===== src/rtl/riscv_defs_pkg.sv =====
// Shared definitions for the RISC-V fetch path: widths, the NOP encoding,
// the fetch packet carried through the skid buffer and output register.
package riscv_defs;

    localparam int NB_ADDR  = 32;
    localparam int NB_INSTR = 32;

    // addi x0, x0, 0
    localparam logic [NB_INSTR-1:0] INSTR_NOP = 32'h0000_0013;

    typedef struct packed {
        logic [NB_INSTR-1:0] instr;
        logic [NB_ADDR-1:0]  pc;
        logic                misaligned;
    } fetch_pkt_t;

    localparam int FETCH_PKT_W = $bits(fetch_pkt_t);

    // An instruction address is usable only when word aligned
    function automatic logic is_misaligned(input logic [1:0] addr_lo);
        return addr_lo != 2'b00;
    endfunction

endpackage


===== src/rtl/riscv_skid_buffer.sv =====
// One-entry skid buffer: holds a single fetch response that arrived while the
// decode stage was stalling and the output register was already occupied.
module riscv_skid_buffer #(
    parameter int W = 1
) (
    input  logic         i_clock,
    input  logic         i_reset,
    input  logic         i_flush,
    input  logic         i_push,
    input  logic         i_pop,
    input  logic [W-1:0] i_data,
    output logic         o_valid,
    output logic [W-1:0] o_data
);

    logic         valid_q, valid_d;
    logic [W-1:0] data_q, data_d;

    // Next-state: flush wins, then push, then pop
    always_comb begin
        valid_d = valid_q;
        data_d  = data_q;
        if (i_flush) begin
            valid_d = 1'b0;
        end else if (i_push) begin
            valid_d = 1'b1;
            data_d  = i_data;
        end else if (i_pop) begin
            valid_d = 1'b0;
        end else begin
            valid_d = valid_q;
        end
    end

    // Entry storage with synchronous reset
    always_ff @(posedge i_clock) begin
        if (i_reset) begin
            valid_q <= 1'b0;
            data_q  <= {W{1'b0}};
        end else begin
            valid_q <= valid_d;
            data_q  <= data_d;
        end
    end

    assign o_valid = valid_q;
    assign o_data  = data_q;

endmodule


===== src/rtl/riscv_ifetch.sv =====
// Instruction-fetch stage: owns the PC, drives the 1-cycle synchronous imem,
// presents {instr, pc, pc+4} to decode over valid/ready, absorbs stalls with a
// one-entry skid buffer and discards wrong-path fetches on redirect.
// A fresh imem response is shown to decode in the cycle it arrives; it is only
// captured into the output register when decode does not take it right away.
module riscv_ifetch
    import riscv_defs::fetch_pkt_t;
    import riscv_defs::FETCH_PKT_W;
    import riscv_defs::INSTR_NOP;
    import riscv_defs::is_misaligned;
#(
    parameter int                 NB_ADDR  = riscv_defs::NB_ADDR,
    parameter int                 NB_INSTR = riscv_defs::NB_INSTR,
    parameter logic [NB_ADDR-1:0] RESET_PC = 32'h0000_0000
) (
    input  logic                i_clock,
    input  logic                i_reset,
    output logic [NB_ADDR-1:0]  o_imem_addr,
    output logic                o_imem_rd,
    input  logic [NB_INSTR-1:0] i_imem_data,
    input  logic                i_redirect_valid,
    input  logic [NB_ADDR-1:0]  i_redirect_target,
    output logic                o_valid,
    input  logic                i_ready,
    output logic [NB_INSTR-1:0] o_instr,
    output logic [NB_ADDR-1:0]  o_pc,
    output logic [NB_ADDR-1:0]  o_pc_plus4,
    output logic                o_misaligned
);

    logic [NB_ADDR-1:0] pc_q, pc_d;
    logic               halt_q, halt_d;
    logic               inflight_q, inflight_d;
    logic               inflight_mis_q, inflight_mis_d;
    logic [NB_ADDR-1:0] inflight_pc_q, inflight_pc_d;
    logic [NB_ADDR-1:0] inflight_pc4_q, inflight_pc4_d;
    logic               out_valid_q, out_valid_d;
    fetch_pkt_t         out_pkt_q, out_pkt_d;
    logic [NB_ADDR-1:0] out_pc4_q, out_pc4_d;

    fetch_pkt_t resp_pkt_s;
    fetch_pkt_t skid_pkt_s;
    logic       skid_valid_s, skid_push_s, skid_pop_s, skid_flush_s;
    logic       show_resp_s, pres_valid_s, stall_s, issue_s, issue_mis_s;

    riscv_skid_buffer #(.W(FETCH_PKT_W)) u_skid (
        .i_clock (i_clock),
        .i_reset (i_reset),
        .i_flush (skid_flush_s),
        .i_push  (skid_push_s),
        .i_pop   (skid_pop_s),
        .i_data  (resp_pkt_s),
        .o_valid (skid_valid_s),
        .o_data  (skid_pkt_s)
    );

    // Assemble the response packet; a misaligned pseudo-fetch carries a NOP
    always_comb begin
        resp_pkt_s.pc         = inflight_pc_q;
        resp_pkt_s.misaligned = inflight_mis_q;
        if (inflight_mis_q) begin
            resp_pkt_s.instr = INSTR_NOP;
        end else begin
            resp_pkt_s.instr = i_imem_data;
        end
    end

    // Handshake status and fetch-issue decision
    always_comb begin
        show_resp_s  = !out_valid_q && inflight_q;
        pres_valid_s = out_valid_q || inflight_q;
        stall_s      = pres_valid_s && !i_ready;
        issue_mis_s  = is_misaligned(pc_q[1:0]);
        issue_s      = !i_redirect_valid && !halt_q && !skid_valid_s && !(stall_s && inflight_q);
    end

    // Next-state for PC, in-flight tag, output register and skid control
    always_comb begin
        pc_d           = pc_q;
        halt_d         = halt_q;
        inflight_d     = inflight_q;
        inflight_mis_d = inflight_mis_q;
        inflight_pc_d  = inflight_pc_q;
        inflight_pc4_d = inflight_pc4_q;
        out_valid_d    = out_valid_q;
        out_pkt_d      = out_pkt_q;
        out_pc4_d      = out_pc4_q;
        skid_push_s    = 1'b0;
        skid_pop_s     = 1'b0;
        skid_flush_s   = 1'b0;
        if (i_redirect_valid) begin
            pc_d         = i_redirect_target;
            halt_d       = 1'b0;
            inflight_d   = 1'b0;
            out_valid_d  = 1'b0;
            skid_flush_s = 1'b1;
        end else begin
            if (issue_s) begin
                inflight_d     = 1'b1;
                inflight_pc_d  = pc_q;
                inflight_pc4_d = pc_q + NB_ADDR'(32'd4);
                inflight_mis_d = issue_mis_s;
                if (issue_mis_s) begin
                    halt_d = 1'b1;
                end else begin
                    pc_d = pc_q + NB_ADDR'(32'd4);
                end
            end else begin
                inflight_d = 1'b0;
            end
            if (out_valid_q) begin
                if (i_ready) begin
                    if (skid_valid_s) begin
                        out_pkt_d  = skid_pkt_s;
                        out_pc4_d  = skid_pkt_s.pc + NB_ADDR'(32'd4);
                        skid_pop_s = 1'b1;
                    end else if (inflight_q) begin
                        out_pkt_d = resp_pkt_s;
                        out_pc4_d = inflight_pc4_q;
                    end else begin
                        out_valid_d = 1'b0;
                    end
                end else begin
                    skid_push_s = inflight_q;
                end
            end else begin
                if (inflight_q && !i_ready) begin
                    out_valid_d = 1'b1;
                    out_pkt_d   = resp_pkt_s;
                    out_pc4_d   = inflight_pc4_q;
                end else begin
                    out_valid_d = 1'b0;
                end
            end
        end
    end

    // State registers with synchronous reset taking priority
    always_ff @(posedge i_clock) begin
        if (i_reset) begin
            pc_q           <= RESET_PC;
            halt_q         <= 1'b0;
            inflight_q     <= 1'b0;
            inflight_mis_q <= 1'b0;
            inflight_pc_q  <= {NB_ADDR{1'b0}};
            inflight_pc4_q <= {NB_ADDR{1'b0}};
            out_valid_q    <= 1'b0;
            out_pkt_q      <= '{instr: INSTR_NOP, pc: {NB_ADDR{1'b0}}, misaligned: 1'b0};
            out_pc4_q      <= {NB_ADDR{1'b0}};
        end else begin
            pc_q           <= pc_d;
            halt_q         <= halt_d;
            inflight_q     <= inflight_d;
            inflight_mis_q <= inflight_mis_d;
            inflight_pc_q  <= inflight_pc_d;
            inflight_pc4_q <= inflight_pc4_d;
            out_valid_q    <= out_valid_d;
            out_pkt_q      <= out_pkt_d;
            out_pc4_q      <= out_pc4_d;
        end
    end

    // Present the live imem response when the output register is empty
    always_comb begin
        if (show_resp_s) begin
            o_instr      = resp_pkt_s.instr;
            o_pc         = resp_pkt_s.pc;
            o_misaligned = resp_pkt_s.misaligned;
            o_pc_plus4   = inflight_pc4_q;
        end else begin
            o_instr      = out_pkt_q.instr;
            o_pc         = out_pkt_q.pc;
            o_misaligned = out_pkt_q.misaligned;
            o_pc_plus4   = out_pc4_q;
        end
    end

    assign o_valid     = pres_valid_s;
    assign o_imem_addr = pc_q;
    assign o_imem_rd   = issue_s && !issue_mis_s && !i_reset;

endmodule


===== config.mk =====
export PLATFORM = sky130hd
export DESIGN_NAME = riscv_ifetch
export DESIGN_NICKNAME = d
export VERILOG_FILES = /design/src/rtl/riscv_defs_pkg.sv /design/src/rtl/riscv_skid_buffer.sv /design/src/rtl/riscv_ifetch.sv
export SDC_FILE = /design/constraint.sdc
export NUM_CORES = 1
export LEC_CHECK = 0
export CAP_MARGIN = 10
export CORE_UTILIZATION = 60
export CTS_CLUSTER_SIZE = 24
export DETAILED_ROUTE_END_ITERATION = 10
export DONT_BUFFER_PORTS = 1
export GPL_TIMING_DRIVEN = 1
export MAX_ROUTING_LAYER = met4
export PLACE_DENSITY_LB_ADDON = 0.1
export SYNTH_ARGS = -nofsm -noshare
export SYNTH_HDL_FRONTEND = slang
export SYNTH_SLANG_ARGS = --single-unit
export TNS_END_PERCENT = 20

===== constraint.sdc =====
create_clock -name i_clock -period 3.1 [get_ports i_clock]
set_clock_uncertainty 0.2 [all_clocks]
set_input_delay 0.31 -clock i_clock [delete_from_list [all_inputs] [get_ports i_clock]]
set_output_delay 0.31 -clock i_clock [all_outputs]
set_load 0.1 [all_outputs]

==> results.tsv <==
stage	metric	value	unit
global_route	vias in the first global route	11900	
sta	Setup Viol. Count Final	0	
synth	Synth Flop Type	dfxtp_1	
worst_setup_path	delay-heaviest family, CP	multiplexers	
sta	Final Max Slew Viols	0	
global_route	total gr overflow	0	
worst_setup_path	crit path buf inv count	1	
drt	Starting DRT DRC Count	982	
drt	Post-DRT Antenna Nets	0	
worst_setup_path	Setup Crit Path Kind	reg -> out	
worst_setup_path	Worst R2R End	inflight_pc_q[15]	
final_layout	ANT cells	0	
worst_setup_path	CP Capture Type	output pin	
clock_tree	CTS Buf Count	27	
placed_design	GP Congestion	0.924	
drt	Total Routed Length	38400	um
floorplan	row cnt	52	
sta	period utilization	97.4	%
drt	via count	12400	
synth	Syn Nets	1689	
final_layout	final instance area	15800	um2
worst_hold_path	worst hold path class	in -> reg	
final_layout	share of post-route cells with drive strength above 1	13.7	%
clock_tree	Post-CTS Setup Inserts	0	
synth	post-synthesis instance total	1619	
clock_tree	Clock Tree Buf Depth	3	
synth	Commonest cells post-synth	294 x nand2_1, 259 x dfxtp_1, 234 x nor2_1	
synth	count of warnings emitted by yosys	0	
status	status	finished, final reports clean	
drt	DRC viols	0	
sta	slew at the pin closest to its max-slew limit	1.08	ns
sta	Setup TNS	0	ns
final_layout	Core Util, Final	77.7	%
sta	worst setup margin	0.0804	ns
pwr	PD cells	505	nW/um2
floorplan	Die Width	147	um
clock_tree	Skew-Pair Late Insertion Delay	0.54	ns
worst_setup_path	R2R setup slack	0.11	ns
final_layout	area grow syn2layout	26.2	%
synth	largest cells by area after synthesis	dfxtp_1 41%, nand2_1 8.8%, nor2_1 7.0%, mux2_2 5.7%, a21oi_1 5.0%	
worst_setup_path	slowest stage cell, crit path	mux2_2	
global_route	initial antenna violation count	0	
worst_setup_path	Crit path arrival time	2.51	ns
global_route	GRT Overall Usage	36.2	%
placed_design	Post-DP HPWL	23500	um
synth	asr flop ratio synth	0	%
sta	Final Hold Vio Count	0	
worst_setup_path	Levels on crit path	3	
clock_tree	clock slew at reported path FFs	0.06	ns
pwr	P_leak	5.96	nW
synth	EDFF count, synth	0	
worst_setup_path	Worst path max stage delay	0.60	ns
final_layout	nets@finish	1826	
pwr	total power	0.00799	W
clock_tree	clock root buffer	clkbuf_16	
sta	minimum clock period	3.02	ns
sta	unrepaired setup endpoints after global routing	true	
synth	Yosys top cell area share	41.4	%
worst_setup_path	worst setup path end	o_pc_plus4[30]	
synth	Seq/Total Area, Yosys	41.4	%
clock_tree	CTS tree	done	
synth	top-count cell post-synth	nand2_1	
floorplan	Ports	199	
placed_design	DP Area	13300	um2
sta	Slew HR	27.9	%
worst_setup_path	FF-to-FF path depth	5	
run	max cap viols	0	
floorplan	Chip Height	147	um
synth	synthesis-stage register bit count	259	
clock_tree	# H-tree levels	1	
synth	syn avg cell area	7.74	um2
clock_tree	# clock sinks	259	
placed_design	Port-buffer cells	0	
drt	wire per inst	18.8	um
drt	DR pass1 iterations	5	
synth	largest area contributor in the netlist	dfxtp_1	
worst_setup_path	crit-path cells	nand2b_4, buf_12, mux2_2	
worst_setup_path	Req. time, crit path	2.59	ns
synth	synthesized cell area	12500	um2
drt	Via density	6.06	
synth	library cells used by synthesis	60	
worst_setup_path	crit start category	flop	
worst_setup_path	Reg-to-Reg Start	halt_q	
pwr	Peak VDD IR	0.461	mV
worst_setup_path	worst-path maximum fanout	28	
global_route	first-pass GRT wire length	60800	um
floorplan	initial core utilization	61.6	%
sta	fmax	331	MHz
placed_design	dpl ws	0.382	ns
floorplan	core footprint	20400	um2
global_route	largest net degree at the start of global routing	148	
worst_setup_path	worst setup path startpoint	out_valid_q	
floorplan	die area	21500	um2
## per-stage QoR
stage	hold WS, ns	std cells
final	0.00132	2044
after global routing	0.0194	2044
after CTS	0.00476	2044
after detailed placement	0.199	1833
after global placement	0.199	1833
after floorplan	0.221	1619
## flip-flops by register name, summed over array words and instances (netlist names)
signal          flops
out_pc4_q          30
out_valid_q         1
inflight_pc_q      32
inflight_mis_q      1
inflight_pc4_q     30
u_skid.o_valid      1
u_skid.o_data      65
inflight_q          1
o_imem_addr        32
out_pkt_q          65
halt_q              1
## tightest hold or removal path: stages
cell and delay, ns:
a21oi_4 0.03, buf_12 0.17, nor2_1 0.11, a311oi_1 0.05
## worst min path at each step
stage | from | end | cells past startpoint
floorplan | out_pc4_q[13] | out_pc4_q[13] | 1
CTS | i_redirect_valid | out_pkt_q[32] | 4
global route | i_redirect_valid | out_pkt_q[32] | 4
global placement | i_reset | u_skid.o_data[20] | 1
detailed placement | i_reset | u_skid.o_data[12] | 1
finish | i_redirect_valid | out_pkt_q[32] | 4
## cell type report
type / instances / area (um2)
multi-input combinational: 1205 / 6920
sequential: 259 / 5180
fill: 1452 / 4540
timing repair buffer: 251 / 2480
clock buffer: 38 / 767
tap: 270 / 338
clock inverter: 9 / 98.8
inverter: 12 / 45.0
## power by group
| group | switching [W] | leakage [nW] | internal [W] |
|---|---|---|---|
| clock network | 0.00135 | 0.432 | 0.00188 |
| logic | 0.000919 | 3.43 | 0.000334 |
| registers | 0.0000892 | 2.10 | 0.00343 |
| total | 0.00235 | 5.96 | 0.00564 |
## per-layer routing
metal  up-vias  share of wire (%)  track usage (%)
met4         0                5.7             20.1
met2       485                 50             61.9
met1      5877                 38             40.6
met5         -                  0                -
li1       5902                  -                -
met3       129                6.2             5.06
## timing repair
action                     CTS  global route
hold buffers               164             1
gates resized for setup      0             5
setup endpoints to repair    0            41
hold endpoints to repair   256             4
## cells by family (layout without fill, tap and decap cells)
family	after synthesis	count (layout)	synth area share (%)
fa+ha+maj	2	2	0.200
flops	259	259	41.4
compound gates	356	356	18.3
simple gates	729	729	25.6
buf+inv	155	310	4.98
mux	67	67	5.99
xor+xnor	51	51	3.56
## cells in the final DEF (no fill, tap or decap), drive strengths merged, types with 48 or more instances in the layout
cell type	Yosys	final
nor3	56	56
a211oi	61	61
nand2	294	294
dfxtp	259	259
o21ai	48	48
a21oi	126	126
buf	36	89
nor2	234	234
dlygate4sd3	0	162
mux2	64	64
Power figures use the tool's default switching activity.
